File: config.mk
export PLATFORM = sky130hd
export DESIGN_NAME = multicycle_control_unit
export DESIGN_NICKNAME = d
export VERILOG_FILES = /design/src/rtl/cpu_defs_pkg.sv /design/src/rtl/control_output_decoder.sv /design/src/rtl/multicycle_control_unit.sv
export SDC_FILE = /design/constraint.sdc
export NUM_CORES = 1
export LEC_CHECK = 0
export BUFFER_PORTS_ARGS = -buffer_cell sky130_fd_sc_hd__clkbuf_2
export CAP_MARGIN = 15
export CELL_PAD_IN_SITES_DETAIL_PLACEMENT = 1
export CELL_PAD_IN_SITES_GLOBAL_PLACEMENT = 1
export CORE_ASPECT_RATIO = 1.75
export CORE_UTILIZATION = 30
export DETAILED_ROUTE_END_ITERATION = 10
export PLACE_DENSITY_LB_ADDON = 0.2
export SETUP_SLACK_MARGIN = 0.05
export SLEW_MARGIN = 40
export SYNTH_ARGS = -nofsm -noshare
export SYNTH_HDL_FRONTEND = slang
export SYNTH_SLANG_ARGS = --single-unit
File: constraint.sdc
create_clock -name CLK -period 1.8 [get_ports CLK]
set_clock_uncertainty 0.2 [all_clocks]
set_input_delay 0 -clock CLK [delete_from_list [all_inputs] [get_ports CLK]]
set_output_delay 0 -clock CLK [all_outputs]
set_load 0.1 [all_outputs]
File: src/rtl/cpu_defs_pkg.sv
// ============================================================================
// cpu_defs_pkg : opcodes, ALU codes, state codes and select encodings
// Revision     : 1.0
// ============================================================================
`default_nettype none

package cpu_defs_pkg;

   localparam logic [5:0] OP_ADD   = 6'b000000;
   localparam logic [5:0] OP_SUB   = 6'b000001;
   localparam logic [5:0] OP_ADDIU = 6'b000010;
   localparam logic [5:0] OP_AND   = 6'b010000;
   localparam logic [5:0] OP_ANDI  = 6'b010001;
   localparam logic [5:0] OP_ORI   = 6'b010010;
   localparam logic [5:0] OP_XORI  = 6'b010011;
   localparam logic [5:0] OP_SLL   = 6'b011000;
   localparam logic [5:0] OP_SLTI  = 6'b100110;
   localparam logic [5:0] OP_SLT   = 6'b100111;
   localparam logic [5:0] OP_SW    = 6'b110000;
   localparam logic [5:0] OP_LW    = 6'b110001;
   localparam logic [5:0] OP_BEQ   = 6'b110100;
   localparam logic [5:0] OP_BNE   = 6'b110101;
   localparam logic [5:0] OP_BLTZ  = 6'b110110;
   localparam logic [5:0] OP_J     = 6'b111000;
   localparam logic [5:0] OP_JR    = 6'b111001;
   localparam logic [5:0] OP_JAL   = 6'b111010;
   localparam logic [5:0] OP_HALT  = 6'b111111;

   localparam logic [2:0] ALU_ADD = 3'b000;
   localparam logic [2:0] ALU_SUB = 3'b001;
   localparam logic [2:0] ALU_SLL = 3'b010;
   localparam logic [2:0] ALU_OR  = 3'b011;
   localparam logic [2:0] ALU_AND = 3'b100;
   localparam logic [2:0] ALU_SLT = 3'b110;
   localparam logic [2:0] ALU_XOR = 3'b111;

   typedef enum logic [2:0] {
      S_IF     = 3'b000,
      S_ID     = 3'b001,
      S_EXE_LS = 3'b010,
      S_MEM    = 3'b011,
      S_WB_LD  = 3'b100,
      S_EXE_BR = 3'b101,
      S_EXE_AL = 3'b110,
      S_WB_AL  = 3'b111
   } state_t;

   typedef enum logic [1:0] {
      PC_SEQ    = 2'b00,
      PC_BRANCH = 2'b01,
      PC_RS     = 2'b10,
      PC_JUMP   = 2'b11
   } pc_src_t;

   typedef enum logic [1:0] {
      REG_31 = 2'b00,
      REG_RT = 2'b01,
      REG_RD = 2'b10
   } reg_dst_t;

   function automatic logic is_rtype(input logic [5:0] op);
      return (op == OP_ADD) || (op == OP_SUB) || (op == OP_AND) ||
             (op == OP_SLT) || (op == OP_SLL);
   endfunction

   function automatic logic is_itype_alu(input logic [5:0] op);
      return (op == OP_ADDIU) || (op == OP_ANDI) || (op == OP_ORI) ||
             (op == OP_XORI)  || (op == OP_SLTI);
   endfunction

   function automatic logic [2:0] alu_code(input logic [5:0] op);
      case (op)
         OP_SUB:          return ALU_SUB;
         OP_AND, OP_ANDI: return ALU_AND;
         OP_ORI:          return ALU_OR;
         OP_XORI:         return ALU_XOR;
         OP_SLT, OP_SLTI: return ALU_SLT;
         OP_SLL:          return ALU_SLL;
         default:         return ALU_ADD;
      endcase
   endfunction

endpackage

`default_nettype wire

File: src/rtl/control_output_decoder.sv
// ============================================================================
// control_output_decoder : (state, op, zero, sign) -> datapath control map
// Revision               : 1.0
// ============================================================================
`default_nettype none

module control_output_decoder
   import cpu_defs_pkg::*;
(
   input  state_t     state_q,
   input  logic       halted,
   input  logic       rst,
   input  logic [5:0] op,
   input  logic       zero,
   input  logic       sign,
   output logic       PCWre,
   output logic       IRWre,
   output logic       InsMemRW,
   output logic       RegWre,
   output logic [1:0] RegDst,
   output logic       WrRegDSrc,
   output logic       ALUSrcA,
   output logic       ALUSrcB,
   output logic       ExtSel,
   output logic [2:0] ALUOp,
   output logic       mRD,
   output logic       mWR,
   output logic       DBDataSrc,
   output logic [1:0] PCSrc
);

   logic w_taken;

   always_comb begin
      w_taken = 1'b0;
      case (op)
         OP_BEQ:  w_taken = zero;
         OP_BNE:  w_taken = ~zero;
         OP_BLTZ: w_taken = sign;
         default: w_taken = 1'b0;
      endcase
   end

   always_comb begin
      PCWre     = 1'b0;
      IRWre     = 1'b0;
      InsMemRW  = 1'b0;
      RegWre    = 1'b0;
      RegDst    = REG_31;
      WrRegDSrc = 1'b0;
      ALUSrcA   = 1'b0;
      ALUSrcB   = 1'b0;
      ExtSel    = 1'b0;
      ALUOp     = ALU_ADD;
      mRD       = 1'b0;
      mWR       = 1'b0;
      DBDataSrc = 1'b0;
      PCSrc     = PC_SEQ;

      if (!halted) begin
         case (state_q)
            S_IF: begin
               InsMemRW = 1'b1;
               IRWre    = 1'b1;
            end
            S_ID: begin
               case (op)
                  OP_J: begin
                     PCWre = 1'b1;
                     PCSrc = PC_JUMP;
                  end
                  OP_JAL: begin
                     PCWre     = 1'b1;
                     PCSrc     = PC_JUMP;
                     RegWre    = 1'b1;
                     RegDst    = REG_31;
                     WrRegDSrc = 1'b0;
                  end
                  OP_JR: begin
                     PCWre = 1'b1;
                     PCSrc = PC_RS;
                  end
                  OP_HALT, OP_BEQ, OP_BNE, OP_BLTZ, OP_LW, OP_SW: ;
                  default: begin
                     // Unknown opcodes retire as a NOP
                     if (!is_rtype(op) && !is_itype_alu(op)) begin
                        PCWre = 1'b1;
                        PCSrc = PC_SEQ;
                     end
                  end
               endcase
            end
            S_EXE_AL, S_WB_AL: begin
               // ALU result is not registered, so operand selects hold through WB
               ALUOp   = alu_code(op);
               ALUSrcA = (op == OP_SLL);
               ALUSrcB = ~is_rtype(op);
               ExtSel  = ~((op == OP_ANDI) || (op == OP_ORI) || (op == OP_XORI));
               if (state_q == S_WB_AL) begin
                  RegWre    = 1'b1;
                  DBDataSrc = 1'b0;
                  WrRegDSrc = 1'b1;
                  RegDst    = is_rtype(op) ? REG_RD : REG_RT;
                  PCWre     = 1'b1;
                  PCSrc     = PC_SEQ;
               end
            end
            S_EXE_BR: begin
               ALUOp = ALU_SUB;
               PCWre = 1'b1;
               PCSrc = w_taken ? PC_BRANCH : PC_SEQ;
            end
            S_EXE_LS, S_MEM, S_WB_LD: begin
               ALUOp   = ALU_ADD;
               ALUSrcB = 1'b1;
               ExtSel  = 1'b1;
               if (state_q == S_MEM) begin
                  if (op == OP_SW) begin
                     mWR   = 1'b1;
                     PCWre = 1'b1;
                     PCSrc = PC_SEQ;
                  end else begin
                     mRD = 1'b1;
                  end
               end else if (state_q == S_WB_LD) begin
                  RegWre    = 1'b1;
                  DBDataSrc = 1'b1;
                  RegDst    = REG_RT;
                  WrRegDSrc = 1'b1;
                  PCWre     = 1'b1;
                  PCSrc     = PC_SEQ;
               end
            end
            default: ;
         endcase
      end

      // Reset cycle must never commit architectural state
      if (rst) begin
         PCWre  = 1'b0;
         IRWre  = 1'b0;
         RegWre = 1'b0;
         mWR    = 1'b0;
      end
   end

endmodule

`default_nettype wire

File: src/rtl/multicycle_control_unit.sv
// ============================================================================
// multicycle_control_unit : IF/ID/EXE/MEM/WB sequencer for the shared datapath
// Revision                : 1.0
// ============================================================================
`default_nettype none

module multicycle_control_unit
   import cpu_defs_pkg::*;
#(
   parameter int STATE_W = 3,
   parameter int OP_W    = 6
) (
   input  logic               CLK,
   input  logic               Reset,
   input  logic [OP_W-1:0]    op,
   input  logic               zero,
   input  logic               sign,
   output logic               PCWre,
   output logic               IRWre,
   output logic               InsMemRW,
   output logic               RegWre,
   output logic [1:0]         RegDst,
   output logic               WrRegDSrc,
   output logic               ALUSrcA,
   output logic               ALUSrcB,
   output logic               ExtSel,
   output logic [2:0]         ALUOp,
   output logic               mRD,
   output logic               mWR,
   output logic               DBDataSrc,
   output logic [1:0]         PCSrc,
   output logic [STATE_W-1:0] state
);

   state_t r_state, w_next_state;
   logic   r_halted, w_next_halted;

   always_ff @(posedge CLK) begin
      if (Reset) begin
         r_state  <= S_IF;
         r_halted <= 1'b0;
      end else begin
         r_state  <= w_next_state;
         r_halted <= w_next_halted;
      end
   end

   always_comb begin
      w_next_state  = r_state;
      w_next_halted = r_halted;
      if (!r_halted) begin
         case (r_state)
            S_IF: w_next_state = S_ID;
            S_ID: begin
               case (op)
                  OP_HALT: begin
                     // Halt parks on the sIF code with the flag set
                     w_next_state  = S_IF;
                     w_next_halted = 1'b1;
                  end
                  OP_BEQ, OP_BNE, OP_BLTZ: w_next_state = S_EXE_BR;
                  OP_LW, OP_SW:            w_next_state = S_EXE_LS;
                  default: w_next_state = (is_rtype(op) || is_itype_alu(op)) ? S_EXE_AL : S_IF;
               endcase
            end
            S_EXE_AL: w_next_state = S_WB_AL;
            S_EXE_BR: w_next_state = S_IF;
            S_EXE_LS: w_next_state = S_MEM;
            S_MEM:    w_next_state = (op == OP_LW) ? S_WB_LD : S_IF;
            S_WB_AL:  w_next_state = S_IF;
            S_WB_LD:  w_next_state = S_IF;
            default:  w_next_state = S_IF;
         endcase
      end
   end

   assign state = STATE_W'(r_state);

   control_output_decoder u_decoder (
      .state_q   (r_state),
      .halted    (r_halted),
      .rst       (Reset),
      .op        (op),
      .zero      (zero),
      .sign      (sign),
      .PCWre     (PCWre),
      .IRWre     (IRWre),
      .InsMemRW  (InsMemRW),
      .RegWre    (RegWre),
      .RegDst    (RegDst),
      .WrRegDSrc (WrRegDSrc),
      .ALUSrcA   (ALUSrcA),
      .ALUSrcB   (ALUSrcB),
      .ExtSel    (ExtSel),
      .ALUOp     (ALUOp),
      .mRD       (mRD),
      .mWR       (mWR),
      .DBDataSrc (DBDataSrc),
      .PCSrc     (PCSrc)
   );

endmodule

`default_nettype wire

==> results of run 1 <==
==> kinds of logic after synthesis <==
logic type             after synthesis  synth area share [%]
DFF                                  4                 11.49
AOI/OAI and AO/OA                   32                 33.40
and+or+nand+nor                     55                 42.55
muxes                                2                 2.873
buffers and inverters               16                 9.694
==> metrics by stage <==
| step | instances | setup slack (ns) | hold WS (ns) | setup TNS [ns] |
|---|---|---|---|---|
| detailed placement | 172 | -0.004860 | 0.1808 | -0.005367 |
| global placement | 172 | 0.06103 | 0.1438 | 0 |
| floorplan | 109 | -0.6724 | 0.04833 | -3.668 |
==> impl_metrics.py, run 1 <==
metrics = {
    "status": {
        "status": "did not finish",
        "lastStage": "clock tree synthesis (4_1_cts)",
        "tool.error": "[ERROR DPL-0033] detailed placement checks failed during check placement.",
    },
    "clocking": {
        "h-tree-depth": 1,
        "cts.path.max_buffers": 2,
        "cts_root_buf": "clkbuf_4",
        "numClockSinks": 4,
        "cts_buffers": 3,
        "ctsHoldBuffers": 1,
        "post_cts_resized": 25,
        "cts_setup_buffers": 12,
    },
    "logic_synthesis": {
        "ys_types": 35,
        "synth_area_leaders": "dfxtp_1, a21oi_1, nor3_1",
        "async_flop_share_pct": 0,
        "synth.avg_cell_area_um2": 6.394,
        "ys.flop_type": "dfxtp_1",
        "syn_area_um2": 696.9,
        "synth_edf_count": 0,
        "synth_seq_cells": 4,
        "synth.net_count": 119,
        "syn_inst": 109,
        "yosysWarningCount": 0,
        "yosys.area.top_type": "dfxtp_1",
        "ys_seq_area_share_pct": 11.49,
        "synth_top_cell_area_share_pct": 11.49,
        "synth_commonest_cells": "a21oi_1, nand2_1, nor2_1",
    },
    "placement": {
        "detailed_place_hpwl_mm": 3.110,
        "port_buffers": 30,
        "place_congestion": 0.8763,
        "post_dp_cell_area_mm2": 0.001523,
    },
    "die": {
        "initial_utilization_pct": 32.46,
        "die_width_um": 38.44,
        "ios": 31,
        "row_count": 22,
        "die_h_um": 65.76,
    },
}
==> run 2: changes to the inputs <==
- CELL_PAD_IN_SITES_DETAIL_PLACEMENT: 1 -> default
- CELL_PAD_IN_SITES_GLOBAL_PLACEMENT: 1 -> default
- CORE_AREA: default -> 2 2 63 65
- CORE_ASPECT_RATIO: 1.75 -> default
- CORE_UTILIZATION: 30 -> default
- DIE_AREA: default -> 0 0 65 67
- PLACE_DENSITY_LB_ADDON: 0.2 -> 0.15
- SETUP_SLACK_MARGIN: 0.05 -> default
==> run 2 against run 1 <==
The flow now finishes, with violations (setup timing). Area after synthesis is the same. Synthesized cell count is the same.
==> impl_metrics.py, run 2 <==
metrics = {
    "status": {
        "status": "finished, violations left",
        "violations": "setup timing",
    },
    "power_and_ir_drop": {
        "p_leak_nw": 0.6059,
        "seqPwrFrac_pct": 12.6,
        "peakVddDrop_v": 0.0002409,
        "swShare_pct": 46.95,
        "p_int_uw": 412.4,
        "powerDensity_mw_per_mm2": 452.5,
        "p_clk_share_pct": 26.1,
        "p_sw_uw": 365.0,
        "power.total_uw": 777.4,
        "pwr-share-comb_pct": 61.3,
    },
    "setup_path": {
        "crit_path_cell_trace": "nor2_4 > or4b_4 > or2_4 > a21oi_4 > buf_12",
        "crit_family": "simple AND/OR/NAND/NOR gates",
        "timing.critical_path.required_ns": 1.60,
        "crit_path_start": "state[1]$_SDFFE_PP0N_",
        "arrival_ns": 1.73,
        "end_kind": "output pin",
        "r2r-start": "state[1]$_SDFFE_PP0N_",
        "cpPeakStageDelay_ns": 0.49,
        "slowest_stage": "or4b_4",
        "crit_type": "flip-flop to output pin",
        "ff2ff_setup_slack_ns": 0.14,
        "worstRegToRegCells": 6,
        "cp_num_cells": 5,
        "cp-start-kind": "flip-flop",
        "path_max_fanout": 3,
        "cp_num_buf_inv": 1,
    },
    "timing": {
        "worstMarginPinSlew_ns": 0.5425,
        "setup_viol": 8,
        "period_minus_slack_ns": 1.930,
        "rsz0062_at_grt": "true",
        "maxSlewHeadroom_pct": 63.99,
        "setup_ws_ns": -0.1297,
        "finalHoldViolCount": 0,
        "hold_slack_ns": 0.06173,
        "drv_slew": 0,
        "fin_crit_sh_pct": 107.2,
        "fin_setup_tns_ns": -0.5623,
        "fmax_mhz": 518.2,
    },
    "drt": {
        "drtIter0Drc": 21,
        "drtAntennaViolNets": 0,
        "vias": 1050,
        "dr.pass1.iters": 4,
        "wl_per_cell_um": 15.09,
        "post-route-drc-count": 0,
        "routed_wl_mm": 3.108,
        "viasPerCell": 5.097,
    },
    "global_route": {
        "grt_pass1_wl_mm": 5.181,
        "grt_usage_pct": 15.18,
        "antenna_found_initial": 0,
        "use_met3_pct": 1.689,
        "gr-usage-met2_pct": 28.22,
        "busiest_layer": "met2",
        "grt_remaining_overflow": 0,
        "use_met1_pct": 18.08,
        "grt_max_degree": 16,
        "grt_pass1_vias": 1075,
    },
    "layout": {
        "layout-drive-gt1-share_pct": 62.66,
        "stdcell_area_mm2": 0.001718,
        "fin_util_pct": 47.64,
        "antennaDiodeCount": 0,
        "nets": 169,
        "instances_no_fill": 206,
        "fill_cells": 358,
        "synthToLayoutAreaGrowth_pct": 146.5,
        "largest_register_ffs": 3,
        "final_common_cell": "buf_4",
        "final_cell_mix": "buf_4, buf_12, clkbuf_2, nand2_1",
    },
    "clocking": {
        "h-tree-depth": 1,
        "numClockSinks": 4,
        "cts_root_buf": "clkbuf_8",
        "cts.path.max_buffers": 2,
        "insertion_delay_ns": 0.22,
        "cts_buffers": 3,
        "clkTransAtPathRegs_ns": 0.03,
        "tritoncts": "yes",
    },
    "logic_synthesis": {
        "ys.flop_type": "dfxtp_1",
        "yosysWarningCount": 0,
        "yosys.area.top_type": "dfxtp_1",
        "synth_commonest_cells": "a21oi_1, nand2_1, nor2_1",
        "synth_area_leaders": "dfxtp_1, a21oi_1, nor3_1",
        "syn_inst": 109,
        "async_flop_share_pct": 0,
        "ys_types": 35,
        "synth_edf_count": 0,
        "synth_top_cell_area_share_pct": 11.49,
        "synth.net_count": 119,
        "syn_area_um2": 696.9,
        "synth_seq_cells": 4,
        "ys_seq_area_share_pct": 11.49,
        "synth.avg_cell_area_um2": 6.394,
    },
    "die": {
        "die_width_um": 65,
        "core-area_mm2": 0.003606,
        "ios": 31,
        "initial_utilization_pct": 19.33,
        "die_area_mm2": 0.004355,
        "die_h_um": 67,
        "row_count": 22,
    },
    "placement": {
        "dp.cells": 195,
        "port_buffers": 30,
        "place_ws_ns": 0.04976,
        "post_dp_cell_area_mm2": 0.001530,
        "place_congestion": 0.7818,
        "detailed_place_hpwl_mm": 2.381,
    },
    "flow_run": {
        "cap_viol_max_count": 0,
    },
    "min_path": {
        "min_path_type": "input pin to flip-flop",
        "hold_start": "op[0]",
        "whs_path_depth": 3,
    },
}
run 2: cell counts after synthesis:
No cell type changed its count.
run 2: power groups by stage:
stage | Clock [mW] | Combinational (mW) | Sequential (mW)
4_1_cts | 0.207 | 0.460 | 0.0971
2_1_floorplan | 0 | 0.275 | 0.132
5_1_grt | 0.215 | 0.501 | 0.0987
6_report | 0.203 | 0.476 | 0.0983
3_3_place_gp | 0 | 0.444 | 0.0966
3_5_place_dp | 0 | 0.446 | 0.0970
run 2: area by class of cell:
class	instances	area [um2]	share of cell area (%)
repair buffers	56	645.6	37.58
inverters	5	22.52	1.311
well taps	48	60.06	3.496
flip-flops and latches	4	91.34	5.317
clock buffers	4	45.04	2.622
multi-input cells	89	853.3	49.67
run 2: worst paths after layout:
path,endpoint
hold reg to reg,state[2]$_SDFFE_PP0N_
setup reg to reg,state[0]$_SDFFE_PP0N_
hold / removal,r_halted$_SDFF_PP0_
setup / recovery,PCSrc[0]
run 2: per-layer routing:
metal,wire length [um],up-vias,share of wire [%]
li1,-,522,-
met1,1291,489,42
met2,1674,37,54
met3,123,2,4.0
met4,18,0,0.58
met5,0,-,0
run 2: repair_timing:
action                     in CTS  in global routing
hold buffers                    1                  0
setup endpoints to repair       8                 12
hold endpoints to repair        4                  0
buffers inserted                1                  6
gates resized for setup        12                  9
pin swaps                       5                  2
run 2: cells by family after synthesis:
| logic type | after synthesis | share of synthesized area (%) |
|---|---|---|
| AO/OA/AOI/OAI | 32 | 33.40 |
| buffers and inverters | 16 | 9.694 |
| flip-flops | 4 | 11.49 |
| multiplexers | 2 | 2.873 |
| AND/OR/NAND/NOR | 55 | 42.55 |
run 2: worst min-delay path, cell delays in order:
cell and delay [ns]:
clkbuf_2 0.22, nand4_1 0.14, a21oi_1 0.07
Power figures use the tool's default switching activity.
